File: config.mk
export PLATFORM = sky130hd
export DESIGN_NAME = leaf_tag_fifo
export DESIGN_NICKNAME = d
export VERILOG_FILES = /design/src/rtl/leaf_fetch_scheduler_pkg.sv /design/src/rtl/leaf_fetch_scheduler_tag_fifo.sv
export SDC_FILE = /design/constraint.sdc
export NUM_CORES = 1
export LEC_CHECK = 0
export CORE_MARGIN = 3
export CORE_UTILIZATION = 37
export CTS_CLUSTER_SIZE = 12
export DETAILED_ROUTE_END_ITERATION = 6
export GPL_ROUTABILITY_DRIVEN = 0
export SETUP_SLACK_MARGIN = 0.05
export SYNTH_ARGS = -nofsm -noshare
export SYNTH_HDL_FRONTEND = slang
export SYNTH_SLANG_ARGS = --single-unit
File: constraint.sdc
create_clock -name clk -period 3.6 [get_ports clk]
set_input_delay 0.72 -clock clk [delete_from_list [all_inputs] [get_ports clk]]
set_output_delay 0.72 -clock clk [all_outputs]
set_load 0.01 [all_outputs]
File: src/rtl/leaf_fetch_scheduler_pkg.sv
`default_nettype none
// ============================================================================
// leaf_fetch_scheduler_pkg: shared constants, types and helpers for the leaf fetch scheduler.
// Revision: 1.0
// ============================================================================
package leaf_fetch_scheduler_pkg;

    localparam int LEAF_CNT        = 8;
    localparam int LINE_WIDTH      = 512;
    localparam int WORDS_PER_LINE  = 16;
    localparam int LEN_SEQ         = 2048;
    localparam int ADDR_WIDTH      = 32;
    localparam int BUF_DEPTH       = 16;
    localparam int MAX_OUTSTANDING = 8;
    localparam int LINES           = LEN_SEQ / WORDS_PER_LINE;

    localparam int LEAF_W   = $clog2(LEAF_CNT);
    localparam int CREDIT_W = $clog2(BUF_DEPTH + 1);
    localparam int IDX_W    = $clog2(LINES + 1);

    typedef logic [LEAF_W-1:0]   leaf_idx_t;
    typedef logic [CREDIT_W-1:0] credit_t;
    typedef logic [IDX_W-1:0]    line_idx_t;

    typedef enum logic [1:0] {
        IDLE  = 2'd0,
        RUN   = 2'd1,
        DRAIN = 2'd2
    } state_t;

    localparam credit_t   CREDIT_FULL = credit_t'(BUF_DEPTH);
    localparam credit_t   CREDIT_ONE  = credit_t'(1);
    localparam line_idx_t LINES_IDX   = line_idx_t'(LINES);
    localparam line_idx_t IDX_ONE     = line_idx_t'(1);

    // Returns {found, leaf}: first set bit of req at or after start, wrapping.
    function automatic logic [LEAF_W:0] rr_pick(input logic [LEAF_CNT-1:0] req,
                                                input leaf_idx_t           start);
        logic [LEAF_W:0] res;
        leaf_idx_t       cand;
        res = '0;
        for (int i = LEAF_CNT - 1; i >= 0; i--) begin
            cand = leaf_idx_t'((int'(start) + i) % LEAF_CNT);
            if (req[cand]) res = {1'b1, cand};
        end
        return res;
    endfunction

    function automatic leaf_idx_t next_leaf(input leaf_idx_t l);
        return leaf_idx_t'((int'(l) + 1) % LEAF_CNT);
    endfunction

endpackage
`default_nettype wire

File: src/rtl/leaf_fetch_scheduler_tag_fifo.sv
`default_nettype none
// ============================================================================
// leaf_tag_fifo: synchronous FIFO of leaf tags for in-flight memory reads.
// Revision: 1.0
// ============================================================================
module leaf_tag_fifo
    import leaf_fetch_scheduler_pkg::*;
#(
    parameter int DEPTH = MAX_OUTSTANDING
) (
    input  logic      clk,
    input  logic      rst,
    input  logic      push,
    input  leaf_idx_t push_tag,
    input  logic      pop,
    output leaf_idx_t pop_tag,
    output logic      full,
    output logic      empty
);
    localparam int PTR_W = $clog2(DEPTH);
    localparam logic [PTR_W:0] PTR_ONE = (PTR_W + 1)'(1);

    leaf_idx_t        mem [DEPTH];
    logic [PTR_W:0]   wr_ptr;
    logic [PTR_W:0]   rd_ptr;
    logic             do_push;
    logic             do_pop;

    // Extra pointer bit distinguishes full from empty when the indices match.
    assign empty   = (wr_ptr == rd_ptr);
    assign full    = (wr_ptr[PTR_W] != rd_ptr[PTR_W]) &&
                     (wr_ptr[PTR_W-1:0] == rd_ptr[PTR_W-1:0]);
    assign do_push = push && !full;
    assign do_pop  = pop && !empty;
    assign pop_tag = mem[rd_ptr[PTR_W-1:0]];

    always_ff @(posedge clk) begin
        if (rst) begin
            wr_ptr <= '0;
            rd_ptr <= '0;
        end else begin
            if (do_push) wr_ptr <= wr_ptr + PTR_ONE;
            if (do_pop)  rd_ptr <= rd_ptr + PTR_ONE;
        end
    end

    always_ff @(posedge clk) begin
        if (do_push) mem[wr_ptr[PTR_W-1:0]] <= push_tag;
    end

endmodule
`default_nettype wire

==> metrics.txt, run 1 <==
status=completed; clk_skew=0.00594 ns; Synthesized Nets=127; vias in the first global route=989; Clk pwr share=31.7%; gr ovfl total=0; DRC Markers=0; CP max stage cell=clkdlybuf4s50_1; RSZ-0062 raised after global routing=false; Avg Vias per Cell=5.45; switching share of power=26.1%; Syn Inst Count=118; gr usage total=12.5%; Worst path max stage delay=0.67 ns; DR pass1 iterations=4; final wirelength=2900 um; Slew @ Worst Pin=0.910 ns; area of the multi-input gates=678 sq um; fill count=379; Seq cells post-synth=35; worst path arrival time=2.32 ns; final core occ=45.2%; final-stage net count=137; endpoints failing setup=0; leakage=0.641 nW; CTS tree=yes; post-cts gate resize count=0; cell internal pwr=0.665 mW; crit-path max FO=12; initial antenna violation count=0; CTS clk-pin slew, worst paths=0.07 ns; Crit Path Class=flip-flop to output pin; top-count cell post-synth=edfxtp_1; pre-CTS setup slack=0.839 ns; Slew headroom=38.5%; Post-CTS Setup Bufs=0; Tightest Hold Check Type=flip-flop to flip-flop; core area=0.00417 sq mm; post-synthesis average cell area=14.1 sq um; ant diodes=0; I/O pin cnt=12; ys async rst share=0%; Max Cap Viol=0; TritonCTS buffer count=5; P_sw=0.235 mW; Req. time, crit path=2.88 ns; synth cell count leaders=edfxtp_1 (24), dfxtp_1 (11), mux2_2 (7); FMAX=0.328 GHz; Worst Setup End Kind=output pin; Hold-fix buffers, CTS=0; H-tree depth=2; part of the power in registers=52.6%; cell row count=23; DIE AREA=0.00533 sq mm; Yosys top cell by area=edfxtp_1; DIE HEIGHT=73.0 um; starting DRC count in detailed routing=74; Slew Limit Fails=0; ranking of synthesized cells by area=edfxtp_1 (43%), dfxtp_1 (13%), mux4_2 (8.1%); Die Width=73.0 um; worst-skew pair later-pin latency=0.28 ns; post-synth cell types=32; CP Launch Type=flip-flop; post-synth top area share=43.3%; Starting Density=39.9%; area delta synth->final=13.3%; share of cells above drive strength 1=17.8%; post-synthesis cell area=0.00166 sq mm; DR WL/cell=16.2 um; Seq/Total Area, Yosys=56.6%; Vias=976; Max IR drop VDD=203 uV; Max clock buf depth=2; Final Hold Violating Endpoints=0; final setup margin=0.556 ns; Pwr per Cell Area=478 mW/mm^2; main flop type after synthesis=edfxtp_1; PortBufs=11; hpwl dp=2150 um; Sequential Area=941 sq um; CP Cell Sequence=xor2_1 > nor4_2 > clkdlybuf4s50_1; antenna viol nets, final=0; Root Buffer=clkbuf_8; Final Critical Period=3.04 ns; number of flops mapped to enable cells by yosys=24; first-pass GRT wire length=4920 um; Logic pwr share=15.7%; fin crit share=84.6%; Clock Sinks=35; final setup TNS=0 ns; Yosys warning count=0; largest net degree at the start of global routing=20
==> state kept, by name, indices dropped and copies added, names as in the netlist, named ones only <==
register / flops
mem: 24
rd_ptr: 4
wr_ptr: 4
==> layout make-up <==
class / instances / area share (%)
Clock inverter: 3 / 1.26
Multi-Input combinational cell: 75 / 36.0
Clock buffer: 5 / 3.65
Sequential cell: 35 / 49.9
Tap cell: 50 / 3.32
Timing Repair Buffer: 11 / 5.84
==> power groups by stage <==
stage / sequential (mW) / clock [mW] / combinational, mW
floorplan: 0.464 / 0 / 0.108
global placement: 0.482 / 0 / 0.140
detailed placement: 0.484 / 0 / 0.142
CTS: 0.475 / 0.295 / 0.143
global route: 0.478 / 0.318 / 0.155
finish: 0.473 / 0.286 / 0.141
==> through the flow <==
| stage | power, mW | cells | hold slack [ns] | instance area (sq um) |
|---|---|---|---|---|
| 5_1_grt | 0.951 | 179 | 0.676 | 1880 |
| 3_5_place_dp | 0.625 | 171 | 0.587 | 1790 |
| 4_1_cts | 0.913 | 179 | 0.617 | 1880 |
| 2_1_floorplan | 0.572 | 118 | 0.537 | 1660 |
| 6_report | 0.900 | 179 | 0.607 | 1880 |
| 3_3_place_gp | 0.622 | 171 | 0.582 | 1790 |
==> layer usage <==
layer / part of all wire (%) / global-route usage [%] / vias up
met2: 52 / 21.1 / 18
met4: 1.4 / 4.30 / 0
met1: 43 / 14.8 / 477
met3: 3.8 / 4.13 / 6
met5: 0 / 0 / -
li1: - / - / 475
==> final timing paths <==
check | startpoint | endpoint | slack (ns) | depth (start not counted)
setup reg to reg | wr_ptr[1]$_SDFFE_PP0P_ | mem[5][2]$_DFFE_PP_ | 1.43 | 3
setup / recovery | wr_ptr[1]$_SDFFE_PP0P_ | full | 0.56 | 3
hold / removal | rd_ptr[1]$_SDFFE_PP0P_ | rd_ptr[1]$_SDFFE_PP0P_ | 0.61 | 2
hold reg to reg | rd_ptr[1]$_SDFFE_PP0P_ | rd_ptr[1]$_SDFFE_PP0P_ | 0.61 | 2
==> cell families after synthesis <==
group / synth area share [%]
mux: 17.3
flops: 56.6
fa+ha+maj: 1.50
simple gates: 13.7
compound gates: 4.06
buf+inv: 2.63
xor+xnor: 4.21
==> critical path: cells and delay by family, from the launching register on <==
family / cells / cell delay, ns
xor gates and xnor gates: 1 / 0.17
buffers and inverters: 1 / 0.67
DFF: 1 / 0.55
and+or+nand+nor: 1 / 0.65
==> placed cells by master (no fill, tap or decap), types with 3 or more instances in the layout <==
cell type and instances:
edfxtp_1 24, dfxtp_1 11, clkdlybuf4s50_1 11, mux2_2 7
mux4_2 6, nor2_1 6, nor2b_1 6, nand2b_1 5
clkbuf_8 5, xor2_1 4, xnor2_1 4, nand2_1 4
mux2i_1 4, nor4b_1 3, nor3_1 3, mux2_1 3
(Power assumes the default switching activity.)
==> run 2, diff against run 1 <==
==> constraint.sdc (replaced) <==
create_clock -name clk -period 2.5 [get_ports clk]
set_input_delay 0.5 -clock clk [delete_from_list [all_inputs] [get_ports clk]]
set_output_delay 0.5 -clock clk [all_outputs]
set_load 0.01 [all_outputs]
==> metrics.txt, run 2 (synthesized netlist as in run 1, its figures left out) <==
CTS clk-pin slew, worst paths=0.07 ns (about the same); final wirelength=3040 um (+4.8%); area delta synth->final=20.2%; Slew @ Worst Pin=0.583 ns (-0.326 ns); worst path arrival time=1.85 ns (-0.47 ns); status=completed; RSZ-0062 raised after global routing=false; DR pass1 iterations=4 (unchanged); final setup TNS=0 ns (unchanged); Placed Area=0.00184 sq mm (+2.9%); Tightest Hold Check Type=flip-flop to flip-flop; P_sw=0.338 mW (+44%); share of cells above drive strength 1=28.5% (+11 points); H-tree depth=2 (unchanged); vias in the first global route=1046 (+5.8%); hpwl dp=2260 um (+5.5%); TritonCTS buffer count=5 (unchanged); switching share of power=24.0% (-2.1 points); gr ovfl total=0 (unchanged); DRC Markers=0 (unchanged); Worst Setup End Kind=output pin; Avg Vias per Cell=5.33 (-2.2%); Largest register FFs=24 (unchanged); starting DRC count in detailed routing=91 (+23%); I/O pin cnt=12 (unchanged); Worst Hold Slack=0.565 ns (-0.0419 ns); cell row count=23 (unchanged); crit-path max FO=5 (-7); leakage=0.728 nW (+14%); Logic pwr share=15.5% (-0.2 points); Starting Density=39.9% (unchanged); ant diodes=0 (unchanged); commonest non-fill, non-tap cell in the layout=edfxtp_1; fill count=363 (-4.2%); gr usage total=13.3% (+0.88 points); largest net degree at the start of global routing=13 (-35%); clk_skew=0.00801 ns (+0.00207 ns); Final Hold Violating Endpoints=0 (unchanged); Clk pwr share=36.0% (+4.3 points); most frequent cells in the layout=edfxtp_1 (24), clkdlybuf4s50_1 (8), buf_4 (8), mux2_2 (7); Die Width=73.0 um (unchanged); first-pass GRT wire length=5180 um (+5.2%); Final Critical Period=2.35 ns; Tot Pwr=1.41 mW (+56%); CP Launch Type=flip-flop; final instance area=0.00200 sq mm (+6.1%); fin crit share=94.1%; Root Buffer=clkbuf_8; DIE AREA=0.00533 sq mm (unchanged); endpoints failing setup=0 (unchanged); PortBufs=11 (unchanged); FMAX=0.425 GHz; Slew headroom=60.8% (+22 points); final core occ=47.9% (+2.8 points); Crit Path Class=flip-flop to output pin; DIE HEIGHT=73.0 um (unchanged); DR WL/cell=16.3 um (+0.27%); Max clock buf depth=2 (unchanged); part of the power in registers=48.5% (-4.1 points); Req. time, crit path=2.00 ns (-0.88 ns); Vias=997 (+2.2%); Max IR drop VDD=240 uV (+18%); Hold-fix buffers, CTS=0 (unchanged); CTS tree=yes; final-stage net count=145 (+5.8%); Max Cap Viol=0 (unchanged); antenna viol nets, final=0 (unchanged); initial antenna violation count=0 (unchanged); Slew Limit Fails=0 (unchanged); Pwr per Cell Area=704 mW/mm^2 (+47%); cell internal pwr=1.07 mW (+61%); core area=0.00417 sq mm (unchanged); Clock Sinks=35 (unchanged); worst-skew pair later-pin latency=0.29 ns (about the same)
run 2: cell types whose count changed in the layout (fill, tap and decap cells not counted), sizes merged:
cell	change
inv	-1
clkinvlp	-2
clkinv	+2
dlygate4sd2	+1
buf	+8
bufinv	+1
dlymetal6s2s	+2
clkdlybuf4s50	-3
run 2: cell type report:
type                            instances  area (sq um)  share of cell area, %
Clock inverter                          3          43.8                   2.19
Timing Repair Buffer                   19           174                   8.70
Sequential cell                        35           950                   47.5
Clock buffer                            5          68.8                   3.44
Tap cell                               50          62.6                   3.13
Multi-Input combinational cell         75           701                   35.0
run 2: power groups by stage:
stage          Sequential, mW  Combinational [mW]  Clock (mW)
3_5_place_dp            0.694               0.210           0
2_1_floorplan           0.669               0.156           0
3_3_place_gp            0.691               0.206           0
5_1_grt                 0.688               0.241       0.552
4_1_cts                 0.681               0.220       0.520
6_report                0.683               0.219       0.506
run 2: layer usage:
metal  vias up  track usage, %  routed length [um]
met3         5            5.23                 152
met1       489            15.2                1280
li1        484               -                   -
met5         -               0                   0
met2        19            22.5                1550
met4         0            4.92                  55
run 2: worst paths after layout:
path | depth (start not counted) | endpoint | from | slack [ns]
max | 4 | pop_tag[1] | flip-flop | 0.15
min | 2 | rd_ptr[1]$_SDFFE_PP0P_ | rd_ptr[1]$_SDFFE_PP0P_ | 0.56
max reg2reg | 4 | mem[4][0]$_DFFE_PP_ | wr_ptr[1]$_SDFFE_PP0P_ | 0.58
min reg2reg | 2 | rd_ptr[1]$_SDFFE_PP0P_ | rd_ptr[1]$_SDFFE_PP0P_ | 0.56
run 2: what timing repair did:
item	4_1_cts	5_1_grt
resized for setup	7	5
setup buffers	1	0
endpoints found under the hold margin	0	0
endpoints found under the setup margin	5	4
run 2: per-stage QoR:
stage,worst slack (ns),cells
2_1_floorplan,0.722,118
3_3_place_gp,0.195,178
3_5_place_dp,0.138,178
4_1_cts,0.0597,187
5_1_grt,0.0515,187
6_report,0.147,187
run 2: worst max-delay path: stages (launching register included):
cell	delay [ns]
dfxtp_4	0.39
buf_4	0.13
mux4_2	0.49
mux2_2	0.27
dlygate4sd2_1	0.28
==> run 3, diff against run 2 <==
--- a/config.mk
+++ b/config.mk
@@ -5,6 +5,7 @@
 export SDC_FILE = /design/constraint.sdc
 export NUM_CORES = 1
 export LEC_CHECK = 0
+export CAP_MARGIN = 20
 export CORE_MARGIN = 3
 export CORE_UTILIZATION = 37
 export CTS_CLUSTER_SIZE = 12
==> results of run 3 <==
The final DEF is identical to that of run 2; final timing and power are the same.
